## src/rtl/locker_access_ctrl.sv

```systemverilog
// Locker access controller: code-entry gating, timed latch release, ajar watch and lockout.
// Optional audible alarm in AJAR/LOCKOUT is built only when LOCKER_ALARM_EN is defined.
//
//   state   | meaning
//   --------+---------------------------------------------------------------
//   IDLE    | waiting for a code; entry enabled, wrong codes counted
//   OPEN    | latch released for UNLOCK_CYC cycles
//   AJAR    | release window over but door still open; wait for it to close
//   LOCKOUT | MAX_FAIL wrong codes seen; entry blocked for LOCK_CYC cycles
module locker_access_ctrl #(
    parameter int MAX_FAIL   = 3,
    parameter int UNLOCK_CYC = 16,
    parameter int LOCK_CYC   = 32
) (
    input  logic       clock,
    input  logic       clear,
    input  logic       code_ok,
    input  logic       code_bad,
    input  logic       door_closed,
    output logic       entry_en,
    output logic       unlock,
    output logic       lockout,
    output logic       buzzer,
    output logic [1:0] fail_cnt,
    output logic [1:0] state
);

    typedef enum logic [1:0] {
        ST_IDLE    = 2'd0,
        ST_OPEN    = 2'd1,
        ST_AJAR    = 2'd2,
        ST_LOCKOUT = 2'd3
    } state_t;

    localparam logic [7:0] UNLOCK_LOAD = 8'(UNLOCK_CYC - 1);
    localparam logic [7:0] LOCK_LOAD   = 8'(LOCK_CYC - 1);
    localparam logic [2:0] FAIL_LIMIT  = 3'(MAX_FAIL);

    if (MAX_FAIL < 1 || MAX_FAIL > 3) begin : g_bad_max_fail
        $error("locker_access_ctrl: MAX_FAIL must be 1..3");
    end
    if (UNLOCK_CYC < 1 || UNLOCK_CYC > 255) begin : g_bad_unlock_cyc
        $error("locker_access_ctrl: UNLOCK_CYC must be 1..255");
    end
    if (LOCK_CYC < 1 || LOCK_CYC > 255) begin : g_bad_lock_cyc
        $error("locker_access_ctrl: LOCK_CYC must be 1..255");
    end

    state_t     cur_st;
    state_t     nxt_st;
    logic [7:0] timer;
    logic [7:0] nxt_timer;
    logic [1:0] fail_q;
    logic [1:0] nxt_fail;
    logic [2:0] fail_inc;
    logic       entry_en_q;
    logic       unlock_q;
    logic       lockout_q;

    assign fail_inc = {1'b0, fail_q} + 3'd1;

    always_comb begin
        nxt_st    = cur_st;
        nxt_timer = timer;
        nxt_fail  = fail_q;
        case (cur_st)
            ST_IDLE: begin
                // code_ok wins when both pulses land in the same cycle
                if (code_ok) begin
                    nxt_fail  = 2'd0;
                    nxt_timer = UNLOCK_LOAD;
                    nxt_st    = ST_OPEN;
                end else if (code_bad) begin
                    if (fail_inc >= FAIL_LIMIT) begin
                        nxt_fail  = FAIL_LIMIT[1:0];
                        nxt_timer = LOCK_LOAD;
                        nxt_st    = ST_LOCKOUT;
                    end else begin
                        nxt_fail = fail_inc[1:0];
                    end
                end
            end
            ST_OPEN: begin
                if (timer == 8'd0) begin
                    nxt_st = door_closed ? ST_IDLE : ST_AJAR;
                end else begin
                    nxt_timer = timer - 8'd1;
                end
            end
            ST_AJAR: begin
                if (door_closed) begin
                    nxt_st = ST_IDLE;
                end
            end
            ST_LOCKOUT: begin
                if (timer == 8'd0) begin
                    nxt_fail = 2'd0;
                    nxt_st   = ST_IDLE;
                end else begin
                    nxt_timer = timer - 8'd1;
                end
            end
            default: nxt_st = ST_IDLE;
        endcase
    end

    // Outputs are decoded from the next state so they change on the same edge as the state.
    always_ff @(posedge clock) begin
        if (clear) begin
            cur_st     <= ST_IDLE;
            timer      <= 8'd0;
            fail_q     <= 2'd0;
            entry_en_q <= 1'b1;
            unlock_q   <= 1'b0;
            lockout_q  <= 1'b0;
        end else begin
            cur_st     <= nxt_st;
            timer      <= nxt_timer;
            fail_q     <= nxt_fail;
            entry_en_q <= (nxt_st == ST_IDLE);
            unlock_q   <= (nxt_st == ST_OPEN);
            lockout_q  <= (nxt_st == ST_LOCKOUT);
        end
    end

`ifdef LOCKER_ALARM_EN
    logic buzzer_q;

    always_ff @(posedge clock) begin
        if (clear) begin
            buzzer_q <= 1'b0;
        end else begin
            buzzer_q <= (nxt_st == ST_AJAR) || (nxt_st == ST_LOCKOUT);
        end
    end

    assign buzzer = buzzer_q;
`else
    assign buzzer = 1'b0;
`endif

    assign entry_en = entry_en_q;
    assign unlock   = unlock_q;
    assign lockout  = lockout_q;
    assign fail_cnt = fail_q;
    assign state    = cur_st;

endmodule

```

## config.mk

```make
export PLATFORM = sky130hd
export DESIGN_NAME = locker_access_ctrl
export DESIGN_NICKNAME = d
export VERILOG_FILES = /design/src/rtl/locker_access_ctrl.sv
export SDC_FILE = /design/constraint.sdc
export NUM_CORES = 1
export LEC_CHECK = 0
export BUFFER_PORTS_ARGS = -buffer_cell sky130_fd_sc_hd__buf_4
export CORE_UTILIZATION = 51
export CTS_BUF_LIST = sky130_fd_sc_hd__clkbuf_4
export DETAILED_ROUTE_END_ITERATION = 8
export GPL_ROUTABILITY_DRIVEN = 0
export PLACE_DENSITY = 0.79
export SYNTH_ARGS = -nofsm -noshare
export SYNTH_HDL_FRONTEND = slang
export SYNTH_SLANG_ARGS = --single-unit
```

## constraint.sdc

```tcl
create_clock -name clock -period 1.72 [get_ports clock]
set_clock_uncertainty 0.15 [all_clocks]
set_input_delay 0.172 -clock clock [delete_from_list [all_inputs] [get_ports clock]]
set_output_delay 0.172 -clock clock [all_outputs]
set_load 0.01 [all_outputs]
```

# Yosys cells after proc, flatten, opt, wreduce, memory -nomap -nowiden
# Index checks and enable logic that the tools add are counted.
# W data, S select, Z words.
dict set report totals {
  reg_bits 15
  in_bits 5
  out_inout_bits 8
}
dict set report classes {
  addsub 2
  magnitude_cmp 1
  eq_ne 9
  muxes 18
  reduce_logical 8
}
# op count
set op_table {}
lappend op_table {{$mux W8} 4}
lappend op_table {{$mux W2} 11}
lappend op_table {{$pmux W8 S2} 1}
lappend op_table {{$logic_not A8 Y1} 1}
lappend op_table {{$pmux W2 S4} 1}
lappend op_table {{$sub A8 B1 Y8 const B} 1}
lappend op_table {{$eq A2 B2 Y1 const B} 3}
lappend op_table {{$ne A3 B3 Y1 const B} 2}
lappend op_table {{$eq A2 B1 Y1 const B} 2}
lappend op_table {{$logic_not A2 Y1} 2}
lappend op_table {{$ne A2 B2 Y1 const B} 2}
lappend op_table {{$pmux W2 S2} 1}
lappend op_table {{$reduce_and A4 Y1} 1}
lappend op_table {{$reduce_bool A2 Y1} 2}
lappend op_table {{$add A2 B1 Y3 const B} 1}
lappend op_table {{$ge A3 B2 Y1 const B} 1}
lappend op_table {{$reduce_and A3 Y1} 1}
lappend op_table {{$reduce_or A2 Y1} 1}

# Logic depth before layout (Yosys ltp)
# Gate-level depths: netlist of the first run.
dict set report depth {
  depth_word 7
  ltp_mapped 6
  mapped_depth_nobuf 6
}

# Worst setup path before layout of the first run
# Ideal clock, no wire load.
dict set report synth_path {
  kind {register to register}
  start {reg timer[0]}
  end {reg unlock_q (netlist: unlock)}
  setup_ns 0.123
  t_arrival_ns 1.471
  path_slack_ns -0.024
  path_stages_with_launch 7
  synth_period_minus_slack_ns 1.744
  cell_sequence {dfxtp_1 -> inv_1 -> ha_1 -> nor3b_1 -> nand2_1 -> a311o_2 -> nor2b_4}
}
dict set report synth_via {
  elab_chain_len 4
  word_cells_on_any_way 5
  classes_between {1 x eq/ne; 3 x mux; 1 x reduce/logical}
}
# element line_no
set synth_rtl {}
lappend synth_rtl {{start, declared} 51} ;# logic [7:0] timer;
lappend synth_rtl {{start signal, assigned} 118} ;# timer <= nxt_timer;
lappend synth_rtl {{$logic_not A8 Y1 *} {84, 96}}
lappend synth_rtl {{$mux W2, on equally long branches} {96, 84}}
lappend synth_rtl {{$pmux W2 S4 *} 66} ;# case (cur_st)
lappend synth_rtl {{$eq A2 B1 Y1 *} 121} ;# unlock_q <= (nxt_st == ST_OPEN);
lappend synth_rtl {{end signal, assigned} 121}
lappend synth_rtl {{end, declared} 57} ;# logic unlock_q;
# Mark *: on every way between the ends. The rest lies on a longest branch, timed or not.
# A chain may end at the register's enable or synchronous reset.

# Final worst setup path of the first run
dict set report layout_path {
  start {reg timer[1]}
  end {reg unlock_q (netlist: unlock)}
}
# The elaborated chain is that of the path after synthesis.

==> metrics.txt, run 1 <==
status=finished clean; largest family of logic cells by synthesized area=compound AO/OA/AOI/OAI gates; post-synthesis simple-gate area fraction=roughly a quarter; Final HPWL DP=roughly 1400 µm; Avg Inst Size Synth=8.96 µm²; Routed Antenna Nets=0; Synth Area in XOR/XNOR=under 10%; most frequent cells after synthesis=dfxtp_1, nor2_1, a21oi_1, inv_1, nor3_1; Slew Viols, Final=0; ys flop type=dfxtp_1; floorplan row count=13; Die Height=41.3 µm; Vias/cell=~6.1; Worst Hold End=fail_cnt[0]; Reg2Reg Setup Slack=0.006 ns; Cell Area, Synth=between 700 and 800 µm²; met2 WL=between 900 and 1000 µm; grt ovf=0; post-synthesis sequential area ratio=38.1%; antenna violations before repair=0; postcts setup bufs=0; # setup viols final=0; maximum vdd drop=~0.75 mV; multiplexer share of the synthesized area=0%; IO Count=13; Die ar.=roughly 1700 µm²; Synth cell types=42; synth top area cells=dfxtp_1, nor2_1, a21oi_1; unrepaired setup endpoints after global routing=yes; initial DRC count=17; Synth warnings=0; Gate Count Post-Synth=88; Critical Path Fanout Max=4; Async S/R FF share, synth=0%; CP Data Required Time=1.75 ns; Post-route DRC=0; Period minus WS final=between 1.5 and 2 ns; Worst setup SP type=flop; Adder-Cell Fraction of Synth Area=under 10%; Starting Density=between 50% and 60%; CP endpoint kind=flop; Peak Freq=approximately 0.58 GHz; worst-skew pair later-pin latency=between 0.2 and 0.3 ns; routed wire length=~1900 µm; root buffer cell=clkbuf_4; cell taking the most area after synthesis=dfxtp_1; nets@finish=114; critical path class=flop to flop; layout cells sized above 1=between 30% and 40%; period utilisation layout=about 100%; 1st-pass router iterations=4; number of flops mapped to enable cells by yosys=0; Post-Route Utilization=72.8%; area fraction in compound gates after synthesis=approximately 26%; Worst-path clk slew=roughly 0.090 ns; Worst Hold Class=input port to flop; IO Port Bufs=11; Die Span X=41.3 µm; core footprint=approximately 1400 µm²; Pwr Density=approximately 1100 nW/µm²; first-pass GRT wire length=between 2000 and 3000 µm; final hold vios=0; diode count=0; Reg2Reg Depth=6; met3 WL=between 90 and 100 µm; Clock Tree Buf Depth=2; H-tree depth=1; WL met1=between 800 and 900 µm; Total Routing Usage GR=between 20 and 30%; CTS tree=done; DR vias=approximately 750; CTS Buf Count=3; vias in the first global route=about 650; area delta synth->final=26.2%; overall power=around 1100 µW; critical path arrival=1.74 ns; FF-to-FF Start=timer[1]; most frequent cell after synthesis=dfxtp_1; largest net degree at the start of global routing=11; leak pwr=0.000409 µW; Yosys top cell area share=38.1%; HP Start=code_bad; DR top layer=met4; #FFs+latches synth=15; wire per inst=approximately 15 µm; CTS sink count=15; Hold Path Depth=5; # Max-Cap Violations=0; R2R Path End=unlock; Mapped Nets=94
worst max path at each step:
stage / startpoint / to / slack, ns / cells after the start
after floorplan: timer[0] / unlock / 0.09 / 6
after global placement: timer[0] / timer[3] / 0.03 / 6
after detailed placement: timer[0] / unlock / -0.06 / 6
after CTS: timer[1] / timer[3] / 0.007 / 6
after global routing: timer[0] / unlock / -0.02 / 6
final: timer[1] / unlock / 0.006 / 6
timing repair:
action	CTS	global route
hold endpoints to repair	7	0
pin swaps	2	2
hold buffers	2	0
resized for setup	3	4
setup endpoints to repair	6	5
layout make-up:
type / instances / area [µm²]
multi-input cells: 62 / 473
fillers: 111 / 372
flip-flops and latches: 15 / 302
repair buffers: 19 / 148
inverters: 7 / 26.3
clock buffers: 3 / 22.5
well taps: 15 / 18.8
clock inverters: 1 / 5.00
cells by family after synthesis:
logic type / after synthesis
flops: 15
buf+inv: 11
simple gates: 32
xor+xnor: 2
compound gates: 26
other cells: 1
fa+ha+maj: 1
per-layer routing:
metal | vias to the layer above | global-route usage, %
li1 | 361 | -
met1 | 356 | 29.3
met2 | 27 | 41.8
met3 | 5 | 5.85
met4 | 0 | 15.3
met5 | - | 0
sequential cells by signal, summed over array words and instances (netlist names):
signal	cells
fail_cnt	2
state	2
timer	8
lockout	1
unlock	1
entry_en	1
cell usage in the layout, fill, tap and decap left out, types with 2 or more instances in the layout:
master / Yosys / layout
buf_4: 1 / 17
dfxtp_1: 15 / 14
nor2_1: 10 / 10
a21oi_1: 6 / 6
nor3_1: 5 / 5
inv_1: 6 / 4
inv_2: 1 / 3
a211oi_1: 3 / 3
clkbuf_4: 0 / 3
a21o_1: 2 / 2
nor2b_1: 2 / 2
xor2_1: 2 / 2
nand4_1: 2 / 2
a31oi_1: 2 / 2
o21ai_0: 2 / 2
nand2_1: 2 / 2
dlygate4sd3_1: 0 / 2
per-stage QoR:
stage / instances / area (µm²) / hold slack, ns / setup TNS (ns) / setup slack, ns
floorplan: 88 / 793 / 0.119 / 0 / 0.0885
global placement: 116 / 920 / 0.248 / 0 / 0.0339
detailed placement: 116 / 920 / 0.248 / -0.126 / -0.0594
CTS: 122 / 986 / 0.133 / 0 / 0.00727
global route: 122 / 995 / 0.207 / -0.0270 / -0.0246
finish: 122 / 995 / 0.187 / 0 / 0.00609
worst max-delay path, cell delays in order, from the launching register on:
cell     delay [ns]
dfxtp_1        0.34
inv_2          0.07
ha_4           0.14
nor3b_4        0.28
nand2_1        0.12
a311o_2        0.37
nor2b_4        0.13
where the power goes:
part | internal, µW | switching (µW)
Combinational | 203 | 207
Sequential | 393 | 53.4
Clock | 86.5 | 116
Total | 682 | 376
No activity file was read; power rests on OpenSTA's default activity.
==> run 2: changes to the inputs <==
PLACE_DENSITY = 0.73   (was 0.79)
==> metrics.txt, run 2 (synthesized netlist as in run 1, its figures left out) <==
maximum vdd drop=0.649 mV (-14%); CP startpoint=state[1]; Total Routing Usage GR=23.2% (-2.0 points); final hold vios=0 (unchanged); register share of total power=42.2% (about the same); Die Height=41.3 µm (unchanged); CTS Buf Count=3 (unchanged); antenna violations before repair=0 (unchanged); Largest Register=timer; Int Pwr=688 µW (+0.87%); Slew Viols, Final=0 (unchanged); Starting Density=57.7% (unchanged); overall power=1070 µW (+1.0%); Critical Path Fanout Max=6 (+2); layout cells sized above 1=38.5% (+4.0 points); wire per inst=15.0 µm (-2.5%); IO Port Bufs=11 (unchanged); routed wire length=1860 µm (-0.85%); unrepaired setup endpoints after global routing=yes; # Max-Cap Violations=0 (unchanged); critical path class=flop to flop; Post-Route Utilization=74.7% (+1.9 points); grt ovf=0 (unchanged); diode count=0 (unchanged); Clock power frac=19.6% (+0.5 points); Post-route DRC=0 (unchanged); critical path arrival=1.73 ns (about the same); period utilisation layout=97.7% (-2.0 points); H-tree depth=1 (unchanged); CP Data Required Time=1.77 ns (+0.02 ns); CP endpoint kind=flop; Comb power frac=38.2% (-0.5 points); sw frac=35.6% (+0.093 points); slew at the pin closest to its max-slew limit=about 0.53 ns; floorplan row count=13 (unchanged); 1st-pass router iterations=4 (unchanged); number of flip-flops under the largest register name=8 (unchanged); area delta synth->final=29.5%; CTS sink count=15 (unchanged); initial DRC count=32 (+15); CTS tree=done; FF-to-FF Start=state[1]; largest net degree at the start of global routing=11 (unchanged); nets@finish=116 (+1.8%); # setup viols final=0 (unchanged); core footprint=1370 µm² (unchanged); Max-slew headroom=64.4%; Vias/cell=5.98 (-2.5%); Peak Freq=0.595 GHz (+2.0%); IO Count=13 (unchanged); Routed Antenna Nets=0 (unchanged); Worst-path clk slew=0.10 ns (about the same); Worst Hold Class=input port to flop; first-pass GRT wire length=2490 µm (-7.7%); Pwr Density=1050 nW/µm² (-1.6%); Period minus WS final=1.68 ns (-0.0343 ns); commonest non-fill, non-tap cells in the layout=buf_4, dfxtp_1, nor2_1; worst-skew pair later-pin latency=0.30 ns (about the same); leak pwr=0.000423 µW (+3.3%); status=finished clean; DR vias=742 (-0.93%); root buffer cell=clkbuf_4; Clock Tree Buf Depth=2 (unchanged); Psw=381 µW (+1.3%); Worst setup SP type=flop; Final HPWL DP=1220 µm (-10%); Die ar.=1710 µm² (unchanged); HP Start=code_ok; vias in the first global route=585 (-10%); most common cell after layout, fill and taps aside=buf_4; Die Span X=41.3 µm (unchanged)
-- run 2: changes by cell type in the layout (fill, tap and decap cells not counted), sizes merged --
cell  change
buf       +2
-- run 2: metal layers --
metal	GRT usage, %	part of all wire (%)	vias to the layer above
met2	33.6	46	21
li1	-	-	362
met4	14.5	1.8	0
met1	30.8	48	354
met3	5.32	4.1	5
met5	0	0	-
-- run 2: stage by stage --
stage                     setup TNS, ns  cells  hold slack [ns]  area (µm²)  setup WS (ns)
after detailed placement        -0.0666    115            0.248         912        -0.0507
final                                 0    124            0.127        1020         0.0404
after CTS                             0    121            0.149         983         0.0183
after global routing            -0.0411    124            0.182        1020        -0.0348
after global placement                0    115            0.244         912         0.0348
after floorplan                       0     88            0.119         793         0.0885
-- run 2: what timing repair did --
| action | CTS | global route |
|---|---|---|
| setup endpoints to repair | 3 | 4 |
| buffers inserted | 0 | 3 |
| endpoints found under the hold margin | 6 | 0 |
| resized for setup | 4 | 7 |
| pin swaps | 2 | 5 |
| hold buffers | 2 | 0 |
-- run 2: worst paths after layout --
path | endpoint | slack (ns) | cells after the start
max reg2reg | unlock | 0.04 | 4
min | timer[4] | 0.13 | 4
max | unlock | 0.04 | 4
min reg2reg | timer[0] | 0.34 | 2
-- run 2: final cells by class --
| cell class | instances | area, µm² |
|---|---|---|
| clock buffer | 3 | 22.5 |
| multi-input combinational | 62 | 480 |
| sequential | 15 | 305 |
| timing repair buffer | 21 | 163 |
| fill | 102 | 345 |
| inverter | 7 | 26.3 |
| tap | 15 | 18.8 |
| clock inverter | 1 | 5.00 |
-- run 2: worst max-delay path, stage by stage, from the launching register on --
cell and delay, ns:
dfxtp_1 0.37, nor4bb_1 0.47, nor3_1 0.12, a311o_2 0.34, nor2b_4 0.13
-- run 2: power groups by stage --
stage	Sequential (µW)	Clock, µW	Combinational, µW
detailed placement	450	0	349
global route	457	232	446
global placement	448	0	344
floorplan	449	0	242
finish	451	210	408
CTS	445	211	376
